==> src/rtl/pending_slot_dispatcher.sv <==
// Pending-slot dispatcher: collects per-slot request pulses into a bitmap and
// issues one slot index per cycle (lowest set bit, optionally round-robin) on a
// valid/ready output register.
module pending_slot_dispatcher #(
  parameter int W           = 16,
  parameter bit ROUND_ROBIN = 1'b1
) (
  input  logic                 clk,
  input  logic                 rst_n,
  input  logic                 flush,
  input  logic [W-1:0]         set_mask,
  output logic [W-1:0]         pending_vec,
  output logic                 out_valid,
  output logic [$clog2(W)-1:0] out_index,
  input  logic                 out_ready
);
  localparam int IW = $clog2(W);

  // Handshake: a slot transfers on any rising edge where out_valid && out_ready.
  // While out_valid && !out_ready, out_valid and out_index stay stable.
  logic [W-1:0]  pending_q;
  logic          valid_q;
  logic [IW-1:0] index_q;
  logic [IW-1:0] rr_ptr_q;

  logic          fire;
  logic          load;
  logic [IW-1:0] sel;
  logic [IW-1:0] sel_lo;
  logic [IW-1:0] sel_hi;
  logic          hit_hi;
  logic [IW-1:0] rr_next;
  logic [W-1:0]  clr_vec;
  logic [W-1:0]  pending_next;

  assign fire = valid_q && out_ready;
  assign load = (!valid_q || fire) && (pending_q != '0);

  // Descending scan so the lowest qualifying index is the last one written.
  always_comb begin
    sel_lo = '0;
    sel_hi = '0;
    hit_hi = 1'b0;
    for (int i = W - 1; i >= 0; i--) begin
      if (pending_q[i]) begin
        sel_lo = IW'(i);
        if (ROUND_ROBIN && (IW'(i) >= rr_ptr_q)) begin
          sel_hi = IW'(i);
          hit_hi = 1'b1;
        end
      end
    end
    sel = hit_hi ? sel_hi : sel_lo;
  end

  // Explicit compare against W-1 keeps the pointer in range for non-power-of-2 W.
  assign rr_next      = (sel == IW'(W - 1)) ? '0 : sel + 1'b1;
  assign clr_vec      = load ? (W'(1) << sel) : '0;
  assign pending_next = (pending_q & ~clr_vec) | set_mask;

  always_ff @(posedge clk or negedge rst_n) begin
    if (!rst_n) begin
      pending_q <= '0;
      valid_q   <= 1'b0;
      index_q   <= '0;
      rr_ptr_q  <= '0;
    end else if (flush) begin
      pending_q <= '0;
      valid_q   <= 1'b0;
      rr_ptr_q  <= '0;
    end else begin
      pending_q <= pending_next;
      if (load) begin
        index_q  <= sel;
        valid_q  <= 1'b1;
        rr_ptr_q <= rr_next;
      end else if (fire) begin
        valid_q <= 1'b0;
      end
    end
  end

  assign pending_vec = pending_q;
  assign out_valid   = valid_q;
  assign out_index   = index_q;

endmodule

==> config.mk <==
export PLATFORM = sky130hd
export DESIGN_NAME = pending_slot_dispatcher
export DESIGN_NICKNAME = d
export VERILOG_FILES = /design/src/rtl/pending_slot_dispatcher.sv
export SDC_FILE = /design/constraint.sdc
export NUM_CORES = 1
export LEC_CHECK = 0
export CAP_MARGIN = 20
export CORE_AREA = 5 5 66 68
export CTS_CLUSTER_SIZE = 24
export DETAILED_ROUTE_END_ITERATION = 10
export DIE_AREA = 0 0 71 73
export PLACE_DENSITY = 0.83
export SLEW_MARGIN = 25
export SYNTH_ARGS = -nofsm -noshare
export SYNTH_HDL_FRONTEND = slang
export SYNTH_SLANG_ARGS = --single-unit
export TNS_END_PERCENT = 1
==> constraint.sdc <==
create_clock -name clk -period 4.86 [get_ports clk]
set_input_delay 0.972 -clock clk [delete_from_list [all_inputs] [get_ports clk]]
set_output_delay 0.972 -clock clk [all_outputs]
set_load 0.005 [all_outputs]
After elaboration in Yosys (flattened, before gate mapping)
Index checks and enable logic that the tools add are counted. Widths: inputs -> output; s select.

RAM bits: 0. ROM bits: 0. Bits in registers: 25. Word-level logic and storage cells: 124. Memories: 0. Input port bits: 20. Latch bits: 0.

Equality and inequality tests: 1. Magnitude comparators: 16. Multiply operators: 0. Shifts and indexed selects: 1. Divide/modulo/power cells: 0. Add/subtract/negate cells: 1. Reductions and logical operators: 8. Multiplexer cells: 89. Bitwise logic cells: 4.

Operators with widths (count): $mux 4 (52); $mux 1 (35); $ge 4x4->1 const A (8); $mux 16 (2); $and 16x16->16 (1); $ge 3x4->1 const A (4); $not 16->16 (1); $or 16x16->16 (1); $reduce_bool 16->1 (1); $shl 1x4->16 const A (1); $ge 1x4->1 const A (2); $ge 2x4->1 const A (2); $add 4x1->4 const B (1); $eq 4x4->1 const B (1); $reduce_bool 3->1 (1); $logic_and 1x1->1 (2); $reduce_and 2->1 (1); $reduce_bool 2->1 (1); $logic_not 1->1 (1); $logic_or 1x1->1 (1); $not 1->1 (1).

Logic depth before layout (Yosys ltp)
Word-level depth: 40. Gate-level depth with buffers: 14.

Least setup slack after synthesis
OpenSTA, ideal clock, no wires.

Kind: register -> register. Start point: register pending_q[2], in the netlist pending_vec[2]. End point: register rr_ptr_q[2]. Data required time: 4.724 ns. Stages on the path, launching flop included: 13. Clock period less this slack: 2.482 ns. Arrival: 2.346 ns. Path slack: 2.378 ns. Buffers on the path: 1. Cell sequence: dfrtp_1 -> buf_2 -> a21boi_0 -> o21ai_0 -> and2_1 -> nand2_1 -> o21ai_0 -> a2bb2oi_2 -> inv_1 -> ha_1 -> ha_1 -> nand3_1 -> a21oi_1.

Cells in the longest elaborated chain, start to end: 10.

RTL lines: from (decl) (line 21) `logic [W-1:0] pending_q;`; from (signal assigned) (line 72) `pending_q <= pending_next;`; $mux 4 or $mux 1 (tied branches) (line 45) `if (pending_q[i]) begin`; $mux 4 or $mux 1 (tied branches) (line 47) `if (ROUND_ROBIN && (IW'(i) >= rr_ptr_q)) begin`; $mux 4 or $mux 1 (tied branches) (line 45); $mux 4 or $mux 1 (tied branches) (line 47); $mux 4 or $mux 1 (tied branches) (line 45); $mux 4 (*) (line 53) `sel = hit_hi ? sel_hi : sel_lo;`; named net sel[0] (line 28) `logic [IW-1:0] sel;`; $add 4x1->4 or $eq 4x4->1 (tied branches) (line 57) `assign rr_next = (sel == IW'(W - 1)) ? '0 : sel + 1'b1;`; $mux 4 (*) (line 57); $mux 4 (*) (line 73) `if (load) begin`; $mux 4 (*) (line 67) `end else if (flush) begin`; to (signal assigned) (line 76) `rr_ptr_q <= rr_next;`; to (decl) (line 24) `logic [IW-1:0] rr_ptr_q;`.

Mark *: on every way through the listed nets, which the timed path passes. The rest lies on a longest branch. The select of a mux whose other input is x is not followed. A chain may end at the register's enable or synchronous reset.

Worst setup path after layout
Start point: register rr_ptr_q[1]. End point: register rr_ptr_q[2].

Cells in the longest elaborated chain, start to end: 38.

RTL lines (line): $ge 4x4->1 (47); $mux 4 or $mux 1 (tied branches) (47); $mux 4 or $mux 1 (tied branches) (45); $mux 4 or $mux 1 (tied branches) (47); $mux 4 or $mux 1 (tied branches) (45); $mux 4 or $mux 1 (tied branches) (47); $mux 4 or $mux 1 (tied branches) (45); $mux 4 or $mux 1 (tied branches) (47); [... 23 more ...]; $mux 4 or $mux 1 (tied branches) (47); $mux 4 or $mux 1 (tied branches) (45); $mux 4 (*) (53); named net sel[0] (28); $add 4x1->4 or $eq 4x4->1 (tied branches) (57); $mux 4 (*) (57); $mux 4 (*) (73); $mux 4 (*) (67).

Marked as above.

==> results by group <==
Finish
  – Area growth syn-to-layout: 20.7%
  – # diodes: 0
  – Final Instance Area: 2350 µm²
  – Utilization after layout: 61.9%
  – NumNets Final: 296
  – Number of fill cells in the layout: 333
  – Layout cell share with drive strength beyond 1: 7.81%

Logic synthesis
  – Sequential cell area fraction in the yosys report: 32.1%
  – Number of flops mapped to enable cells by yosys: 0
  – Distinct cells, synth: 52
  – Post-Syn Nets: 267
  – Cell accounting for the most synthesized area: dfrtp_1
  – Area contributors post-synth: dfrtp_1 32%, a21oi_1 7.7%, nor2_1 6.0%, ha_1 3.9%, nand2_1 3.9%
  – Proportion of netlist area held by the largest area contributor: 32.1%
  – Avg Synthesized Cell Area: 8.09 µm²
  – Primary flip-flop cell chosen by synthesis mapping: dfrtp_1
  – Gate count of the mapped netlist: 241
  – Total standard cell area after synthesis: 1950 µm²
  – #FFs+latches synth: 25
  – Post-synthesis async set-or-reset flop share: 100%
  – Total of warnings raised by yosys: 0

Critical path
  – Startpoint of the worst-slack reg-to-reg timing path: rr_ptr_q[1]
  – CP Class: register to register
  – Critical-path top delay cell: dfrtp_1
  – Crit-path cells: a21boi_0 -> o21ai_0 -> and2_1 -> nand2_1 -> o21ai_0 -> a2bb2oi_2 -> inv_1 -> ha_1 -> ha_1 -> nand3_1 -> a21oi_1
  – Kind of end point of the critical path: register
  – Required time at the worst-slack endpoint: 5.03 ns
  – Cell class contributing the biggest share of worst-path delay: compound AO/OA/AOI/OAI gates
  – Register-to-Register Path Depth: 11
  – Critical path launch point: rr_ptr_q[1]
  – Startpoint Class: register
  – Worst path bufs/invs: 1
  – Maximum single-stage delay on the critical path: 0.62 ns
  – Max FO, Critical Path: 15
  – Setup slack of the most critical reg-to-reg path: 1.77 ns
  – WP data arrival: 3.26 ns
  – Endpoint of the most critical register-to-register path: rr_ptr_q[2]

Floorplanning
  – Die extent in y: 73 µm
  – Effective utilization at floorplan: 51.3%
  – Die outline width: 71 µm
  – Number of placement rows: 23
  – CORE AREA: 3800 µm²
  – Number of ports placed on the die boundary: 41
  – Area enclosed by the die boundary: 5180 µm²

Clock network
  – CTS Buf Count: 3
  – Number of hold buffers added after cts: 0
  – CTS max path bufs: 2
  – TritonCTS sink count: 25
  – Max H-tree Level: 1
  – Clock Latency Late Sink: 0.26 ns
  – Number of buffers inserted by post-CTS setup repair: 0
  – TritonCTS clock tree: done
  – Number of cells upsized or downsized after cts: 0
  – Master cell of the clock root buffer: clkbuf_8
  – Clock slew seen by the registers of the worst setup and hold paths: 0.09 ns

Flow run
  – Max-cap check violation count: 0

Route
  – Mean number of vias per cell: 6.09
  – DR DRC count: 0
  – Length of the first detailed-routing pass in iterations: 4
  – Detailed Route Iter0 Violations: 276
  – Routed wirelength normalized by instance count: 16.6 µm
  – Final ANT Viol Nets: 0
  – Total via count in the routed design: 1942
  – Detailed-route wire length: 5300 µm

Timing
  – Final critical-path setup slack: 1.77 ns
  – RSZ-0062 raised after global routing: false
  – Max-Slew Margin vs Limit: 43.9%
  – Final hold vios: 0
  – Final-layout setup total negative slack: 0 ns
  – Clock period minus worst slack: 3.09 ns
  – Fmax: 323 MHz
  – Slew @ Worst Pin: 0.838 ns
  – Final setup vio count: 0
  – Period utilization: 63.6%
  – Fin Clk Skew: 0.00354 ns
  – Max Transition Viols Final: 0

Hold path
  – Hold/Removal Path Class: register to register
  – Sink of the worst hold path: out_index[3]
  – Count of cells along the worst hold path: 1
  – Startpoint of the worst hold path: out_index[3]

GRT
  – Wire length of the first global-routing pass: 8900 µm
  – Aggregate global routing overflow: 0
  – Total GRT Usage: 21.0%
  – Number of global-route vias before repair: 1876
  – Largest net degree at the start of global routing: 26
  – Initial antenna violation count: 0

Placed design
  – HPWL after detailed placement: 3930 µm
  – Worst slack, placed: 1.83 ns
  – Gpl congestion: 0.943
  – Placed inst area: 2310 µm²
  – Port Buf Inserts: 40

Power
  – Max VDD drop: 0.000235 V
  – Leakage: 0.939 nW
  – Final Total Pwr: 1.01 mW
  – Power density normalized to cell area: 429 nW/µm²

Run status
  – Status: completed
==> through the flow <==
step           hold WS [ns]  std cells
6_report              0.518        319
5_1_grt               0.546        319
4_1_cts               0.521        319
3_5_place_dp          0.500        315
3_3_place_gp          0.494        315
2_1_floorplan         0.505        241
==> where the power goes <==
part / internal (mW) / switching [mW] / total [mW] / leakage [nW]
registers: 0.248 / 0.0887 / 0.336 / 0.313
logic: 0.246 / 0.306 / 0.552 / 0.601
clock network: 0.0573 / 0.0637 / 0.121 / 0.0255
total: 0.551 / 0.459 / 1.01 / 0.939
==> flip-flops by register name, summed over array words and instances, names as in the netlist <==
| register | flops |
|---|---|
| out_index | 4 |
| out_valid | 1 |
| pending_vec | 16 |
| rr_ptr_q | 4 |
==> synth_stat cells, types with 3 or more instances <==
library cell,number
nand2_1,20
buf_2,3
o211ai_1,4
nor2_1,31
clkbuf_1,6
nand3_1,14
o22ai_1,3
nand2b_1,5
o221ai_1,3
a21oi_1,30
mux2_2,3
and2_1,5
a21boi_0,4
dfrtp_1,25
o21ai_0,11
o21bai_1,3
buf_6,3
nor2b_1,5
inv_1,11
buf_4,4
nor4_1,4
nor3_1,5
ha_1,6
==> worst register-to-register path, cell delays in order, from the launching register on <==
cell and delay, ns:
dfrtp_1 0.62, a21boi_0 0.23, o21ai_0 0.35, and2_1 0.27, nand2_1 0.06, o21ai_0 0.19, a2bb2oi_2 0.34, inv_1 0.12
ha_1 0.27, ha_1 0.29, nand3_1 0.06, a21oi_1 0.18
==> placed cells by master, fill, tap and decap left out, types with 2 or more instances in the layout <==
master | Yosys | final
clkdlybuf4s50_1 | 0 | 39
nor2_1 | 31 | 31
a21oi_1 | 30 | 30
dfrtp_1 | 25 | 25
nand2_1 | 20 | 20
nand3_1 | 14 | 14
inv_1 | 11 | 11
o21ai_0 | 11 | 11
ha_1 | 6 | 6
nand2b_1 | 5 | 5
and2_1 | 5 | 5
nor2b_1 | 5 | 5
nor3_1 | 5 | 5
a21boi_0 | 4 | 4
o211ai_1 | 4 | 4
nor4_1 | 4 | 4
o221ai_1 | 3 | 3
o22ai_1 | 3 | 3
o21bai_1 | 3 | 3
mux2_2 | 3 | 3
clkbuf_8 | 0 | 3
o211a_1 | 2 | 2
o311ai_0 | 2 | 2
o21a_1 | 2 | 2
nand3b_1 | 2 | 2
==> how the worst max path moves through the flow <==
stage	endpoint	slack (ns)	cells after the start
after global placement	pending_vec[8]	1.95	7
after CTS	rr_ptr_q[2]	1.80	10
after detailed placement	rr_ptr_q[2]	1.83	10
after global routing	rr_ptr_q[2]	1.53	11
after floorplan	rr_ptr_q[2]	2.38	12
final	rr_ptr_q[2]	1.77	11
==> routing by layer <==
layer  track usage, %  wire [µm]  vias to the layer above
li1                 -          -                      920
met1             28.3       2280                      934
met2             36.3       2650                       80
met3             2.07        309                        8
met4             5.22         56                        0
met5                0          0                        -
==> cell type report <==
class | count | area (µm²) | share of cell area [%]
clock buffer | 3 | 41.3 | 1.76
clock inverter | 1 | 5.00 | 0.213
inverter | 12 | 45.0 | 1.91
multi-input combinational | 188 | 1180 | 50.1
sequential | 25 | 626 | 26.6
tap | 50 | 62.6 | 2.66
timing repair buffer | 40 | 395 | 16.8
==> cell families after synthesis <==
| logic type | count (synthesis) | synth area share (%) |
|---|---|---|
| flip-flops | 25 | 32.1 |
| AND/OR/NAND/NOR | 102 | 27.6 |
| AO/OA/AOI/OAI | 76 | 26.7 |
| adder cells (fa/ha/maj) | 6 | 3.85 |
| buffers and inverters | 28 | 7.51 |
| multiplexers | 4 | 2.25 |
Power figures use the tool's default switching activity.
